==> config.mk <==
export PLATFORM = sky130hd
export DESIGN_NAME = round_judge
export DESIGN_NICKNAME = d
export VERILOG_FILES = /design/src/rtl/tron_pkg.sv /design/src/rtl/tick_timer.sv /design/src/rtl/round_judge.sv
export SDC_FILE = /design/constraint.sdc
export NUM_CORES = 1
export LEC_CHECK = 0
export BUFFER_PORTS_ARGS = -buffer_cell sky130_fd_sc_hd__buf_4
export CORE_UTILIZATION = 40
export CTS_CLUSTER_SIZE = 16
export DETAILED_ROUTE_END_ITERATION = 7
export PLACE_DENSITY = 0.64
export SYNTH_ARGS = -nofsm -noshare
export SYNTH_HDL_FRONTEND = slang
export SYNTH_SLANG_ARGS = --single-unit
export TNS_END_PERCENT = 100
==> constraint.sdc <==
create_clock -name clk -period 2.19 [get_ports clk]
set_clock_uncertainty 0.1 [all_clocks]
set_input_delay 0.1095 -clock clk [delete_from_list [all_inputs] [get_ports clk]]
set_output_delay 0.1095 -clock clk [all_outputs]
set_load 0.02 [all_outputs]
==> src/rtl/tron_pkg.sv <==
// Shared types for the round judge: FSM states and player identifiers.
package tron_pkg;

    typedef enum logic [2:0] {
        IDLE,
        PLAY,
        SETTLE,
        ANNOUNCE,
        MATCH_END
    } state_t;

    typedef enum logic [1:0] {
        NONE,
        P1,
        P2
    } player_t;

    localparam int TALLY_W   = 4;
    localparam int TALLY_MAX = 15;

endpackage

==> src/rtl/tick_timer.sv <==
// Loadable down-counter stepped by the frame tick; stops at zero and flags it.
module tick_timer #(
    parameter int W = 8
) (
    input  logic         clk,
    input  logic         reset,
    input  logic         tick,
    input  logic         load,
    input  logic [W-1:0] load_value,
    output logic [W-1:0] count,
    output logic         zero
);

    // A load wins over a tick in the same cycle; otherwise count down to zero.
    always_ff @(posedge clk) begin
        if (reset) begin
            count <= '0;
        end else if (load) begin
            count <= load_value;
        end else if (tick && (count != '0)) begin
            count <= count - W'(1);
        end
    end

    assign zero = (count == '0);

endmodule

==> src/rtl/round_judge.sv <==
// Round referee for a two-player light-cycle game: detects crashes, resolves
// near-simultaneous crashes as draws, announces winners and tracks the match.
module round_judge
    import tron_pkg::*;
#(
    parameter int SETTLE_TICKS   = 2,
    parameter int ANNOUNCE_TICKS = 60,
    parameter int MATCH_WINS     = 9
) (
    input  logic clk,
    input  logic reset,
    input  logic tick,
    input  logic start,
    input  logic crash_p1,
    input  logic crash_p2,
    output logic running,
    output logic p1_won,
    output logic p2_won,
    output logic win_strobe,
    output logic draw,
    output logic match_over,
    output logic score_clear
);

    localparam int MAX_TICKS = (SETTLE_TICKS > ANNOUNCE_TICKS) ? SETTLE_TICKS : ANNOUNCE_TICKS;
    localparam int TIMER_W   = (MAX_TICKS < 2) ? 1 : $clog2(MAX_TICKS + 1);

    localparam logic [TIMER_W-1:0] SETTLE_LOAD   = TIMER_W'(SETTLE_TICKS);
    localparam logic [TIMER_W-1:0] ANNOUNCE_LOAD = TIMER_W'(ANNOUNCE_TICKS);
    localparam logic [TALLY_W-1:0] WIN_LIMIT     = TALLY_W'(MATCH_WINS);
    localparam logic [TALLY_W-1:0] TALLY_TOP     = TALLY_W'(TALLY_MAX);

    state_t               state;
    player_t              crasher;
    logic [TALLY_W-1:0]   p1_tally;
    logic [TALLY_W-1:0]   p2_tally;

    logic                 timer_load;
    logic [TIMER_W-1:0]   timer_value;
    logic [TIMER_W-1:0]   timer_count;
    logic                 timer_zero;
    logic                 timer_done;
    logic                 other_crash;

    tick_timer #(
        .W(TIMER_W)
    ) u_timer (
        .clk        (clk),
        .reset      (reset),
        .tick       (tick),
        .load       (timer_load),
        .load_value (timer_value),
        .count      (timer_count),
        .zero       (timer_zero)
    );

    // The timer expires either when already empty or when this tick takes its last step,
    // so the decision is made in the same cycle as the deciding tick.
    assign timer_done  = timer_zero || (tick && (timer_count == TIMER_W'(1)));
    assign other_crash = ((crasher == P1) && crash_p2) || ((crasher == P2) && crash_p1);

    assign running    = (state == PLAY) || (state == SETTLE);
    assign match_over = (state == MATCH_END);

    // Reload the shared timer on every transition into SETTLE or ANNOUNCE.
    always_comb begin
        timer_load  = 1'b0;
        timer_value = '0;
        case (state)
            PLAY: begin
                if (crash_p1 && crash_p2) begin
                    timer_load  = 1'b1;
                    timer_value = ANNOUNCE_LOAD;
                end else if (crash_p1 || crash_p2) begin
                    timer_load  = 1'b1;
                    timer_value = SETTLE_LOAD;
                end
            end
            SETTLE: begin
                if (other_crash || timer_done) begin
                    timer_load  = 1'b1;
                    timer_value = ANNOUNCE_LOAD;
                end
            end
            default: begin
                timer_load  = 1'b0;
                timer_value = '0;
            end
        endcase
    end

    // Round FSM with registered result flags, strobes and win tallies.
    always_ff @(posedge clk) begin
        if (reset) begin
            state       <= IDLE;
            crasher     <= NONE;
            p1_tally    <= '0;
            p2_tally    <= '0;
            p1_won      <= 1'b0;
            p2_won      <= 1'b0;
            draw        <= 1'b0;
            win_strobe  <= 1'b0;
            score_clear <= 1'b1;
        end else begin
            win_strobe  <= 1'b0;
            score_clear <= 1'b0;
            case (state)
                IDLE: begin
                    if (start) begin
                        state <= PLAY;
                    end
                end
                PLAY: begin
                    if (crash_p1 && crash_p2) begin
                        state  <= ANNOUNCE;
                        draw   <= 1'b1;
                        p1_won <= 1'b0;
                        p2_won <= 1'b0;
                    end else if (crash_p1) begin
                        state   <= SETTLE;
                        crasher <= P1;
                    end else if (crash_p2) begin
                        state   <= SETTLE;
                        crasher <= P2;
                    end
                end
                SETTLE: begin
                    if (other_crash) begin
                        state  <= ANNOUNCE;
                        draw   <= 1'b1;
                        p1_won <= 1'b0;
                        p2_won <= 1'b0;
                    end else if (timer_done) begin
                        state      <= ANNOUNCE;
                        draw       <= 1'b0;
                        win_strobe <= 1'b1;
                        if (crasher == P1) begin
                            p1_won <= 1'b0;
                            p2_won <= 1'b1;
                            if (p2_tally != TALLY_TOP) begin
                                p2_tally <= p2_tally + TALLY_W'(1);
                            end
                        end else begin
                            p1_won <= 1'b1;
                            p2_won <= 1'b0;
                            if (p1_tally != TALLY_TOP) begin
                                p1_tally <= p1_tally + TALLY_W'(1);
                            end
                        end
                    end
                end
                ANNOUNCE: begin
                    if (timer_done) begin
                        if ((p1_tally >= WIN_LIMIT) || (p2_tally >= WIN_LIMIT)) begin
                            state <= MATCH_END;
                        end else begin
                            state <= IDLE;
                        end
                    end
                end
                MATCH_END: begin
                    if (start) begin
                        state       <= IDLE;
                        p1_tally    <= '0;
                        p2_tally    <= '0;
                        p1_won      <= 1'b0;
                        p2_won      <= 1'b0;
                        draw        <= 1'b0;
                        score_clear <= 1'b1;
                    end
                end
                default: begin
                    state <= IDLE;
                end
            endcase
        end
    end

endmodule

==> reports/summary.txt <==
Status = completed
H-tree levels = 1
Ys async rst share = 0%
Post-synthesis xor/xnor area fraction = 0.541%
Share of cells above drive strength 1 = 14.3%
Startpoint Class = flip-flop
Leakage power = 0.700 nW
Root Buffer = clkbuf_8
Max FO, Critical Path = 4
Mux cell area share after synthesis = 2.47%
Die area = 0.00430 mm^2
Vias in the first global route = 1436
GR Util All Layers = 19.3%
DR iter-0 viols = 137
Setup WS pre-CTS = 0.259 ns
Largest stage delay on the critical path = 0.46 ns
# clock sinks = 24
Avg WL per Cell = 15.4 um
Synth Flop Type = dfxtp_1
I/O pin total = 13
CP required = 2.26 ns
Slowest CP cell = or3b_2
Largest family of logic cells by synthesized area = simple AND/OR/NAND/NOR gates
CTS Buf Count = 3
Simple-gate share of the synthesized area = 30.2%
Post-DP HPWL = 2950 um
GR Overflow Total = 0
CTS resizes = 0
Most frequent cells in the layout = 24 x dfxtp_1, 23 x a21oi_1, 15 x nand2_1
Setup Fix Bufs, Post-CTS = 0
Final Hold Viols = 0
RSZ-0062 raised after global routing = no
Worst vdd ir = 0.000333 V
Synth Area in Adders = 7.73%
Die H = 65.6 um
Initial antenna violation count = 0
Clock share of power = 16.8%
Crit Path Class = reg -> reg
WHS = 0.0184 ns
Compound-gate portion of the synthesized area = 24.4%
Final worst slack = 0.207 ns
CP cell instances = inv_1 > ha_1 > or3b_2 > a22o_1 > a32o_1 > and3_1
Post-CTS Hold Buffers = 0
Initial core utilization = 42.9%
Setup violators final = 0
Combinational Power Share = 53.8%
Seq pwr share = 29.4%
Pwr dens = 1300 mW/mm^2
CTS tree = done
Placer Congestion = 0.805
EDFF count, synth = 0
Fin area = 0.00182 mm^2
Vias per cell = 6.02
Final worst-path cycle share = 90.5%
First-pass GRT wire length = 6540 um
Synth Instances = 193
Final worst path period need = 1.98 ns
Synth warn = 0
Clock-pin transition on the worst setup and hold timing paths = 0.09 ns
Clock latency on the worst-skew pair = 0.27 ns
Setup_tns = 0 ns
Net Count, Synth = 209
Commonest non-fill, non-tap cell in the layout = dfxtp_1
Int Pwr = 0.00133 W
DRT Pass-1 Iters = 5
Seq/Total Area, Yosys = 29.7%
Cell Rows = 22
Slew Limit Fails = 0
PortBufs = 12
Placeable Area = 0.00377 mm^2
Setup crit end kind = flip-flop
Sw Share = 43.7%
Die width = 65.6 um
Mapped cell area = 0.00162 mm^2
Area Growth Syn to Fin = 12.2%
Post-route ant nets = 0
Max Cap Viol = 0
Max Freq = 504 MHz
Synthesized flop and latch total = 24
Distinct cells, synth = 51
Longest Clk Path Bufs = 2
Pin count of the biggest net entering global routing = 17
Slew Limit Headroom = 65.6%
# diodes = 0
Total Wirelength = 3850 um
Total number of vias = 1510
Worst-Margin Slew = 0.515 ns
Placed Area = 0.00174 mm^2
Critical Path AT = 2.05 ns
Avg Cell Area, Syn = 8.38 um^2
Pwr Total = 0.00236 W
DRC errors left = 0
Hold WC Path Type = in -> reg
Switch Pwr = 0.00103 W
Fin nets = 220
-- per-layer routing --
layer	up-vias	track usage, %	part of all wire [%]	routed length, um
li1	749	-	-	-
met1	716	24.2	46	1790
met2	41	32.7	48	1860
met3	4	2.60	4.1	159
met4	0	8.15	1.2	45
met5	-	0	0	0
-- state kept, by name, summed over array words and instances, names as in the netlist --
| register | count |
|---|---|
| crasher | 2 |
| draw | 1 |
| p1_tally | 4 |
| p1_won | 1 |
| p2_tally | 4 |
| p2_won | 1 |
| score_clear | 1 |
| state | 3 |
| u_timer.count | 6 |
| win_strobe | 1 |
-- critical path, delay by kind of cell, from the launching register on --
kind	cells	cell delay, ns
AND/OR/NAND/NOR	2	0.63
AO/OA/AOI/OAI	2	0.50
flip-flops	1	0.39
adder cells (fa/ha/maj)	1	0.18
buffers and inverters	1	0.08
-- power by group through the flow --
stage / logic [W] / clock network (W) / registers, W
final: 0.00127 / 0.000396 / 0.000692
after floorplan: 0.000969 / 0 / 0.000669
after CTS: 0.00126 / 0.000405 / 0.000690
after global placement: 0.00123 / 0 / 0.000690
after detailed placement: 0.00126 / 0 / 0.000700
after global routing: 0.00141 / 0.000416 / 0.000711
-- logic make-up after synthesis --
kind of cell	count (synthesis)
xor gates and xnor gates	1
muxes	4
buffers and inverters	19
AOI/OAI and AO/OA	58
adders and majority gates	10
and+or+nand+nor	77
DFF	24
-- through the flow --
stage,util [%],instances
final,48.1,251
after CTS,48.1,251
after floorplan,-,193
after global placement,46.3,247
after detailed placement,46.3,247
after global routing,48.1,251
-- cell usage after synthesis, types with 2 or more instances --
cell / count / area [um^2]
dfxtp_1: 24 / 480
a21oi_1: 23 / 115
nand2_1: 15 / 56.3
nor2_1: 12 / 45.0
inv_1: 11 / 41.3
ha_1: 10 / 125
a21o_1: 7 / 52.6
clkbuf_1: 6 / 22.5
nand3_1: 6 / 30.0
nand4_1: 6 / 37.5
o31ai_1: 5 / 37.5
o41ai_1: 5 / 43.8
mux2i_1: 4 / 40.0
nand3b_1: 4 / 30.0
nor3_1: 4 / 20.0
o21bai_1: 4 / 30.0
a31o_2: 3 / 26.3
nand2b_1: 3 / 18.8
or4_1: 3 / 22.5
or4b_1: 3 / 30.0
a22o_1: 2 / 17.5
nor2b_1: 2 / 12.5
or3_1: 2 / 12.5
or3b_2: 2 / 17.5
-- worst paths after layout --
| kind | startpoint | endpoint | slack [ns] | cells after the start |
|---|---|---|---|---|
| worst min register to register | draw | draw | 0.36 | 2 |
| worst max-delay path | p1_tally[1] | state[2] | 0.21 | 6 |
| worst min-delay path | reset | u_timer.count[2] | 0.02 | 2 |
| worst max register to register | p1_tally[1] | state[2] | 0.21 | 6 |
-- final cells by class --
type,count,area [um^2]
clock buffers,3,41.3
clock inverters,1,30.0
fillers,363,1960
inverters,11,41.3
multi-input cells,150,1060
flip-flops and latches,24,480
well taps,48,60.1
repair buffers,14,105
(Power assumes the default switching activity.)
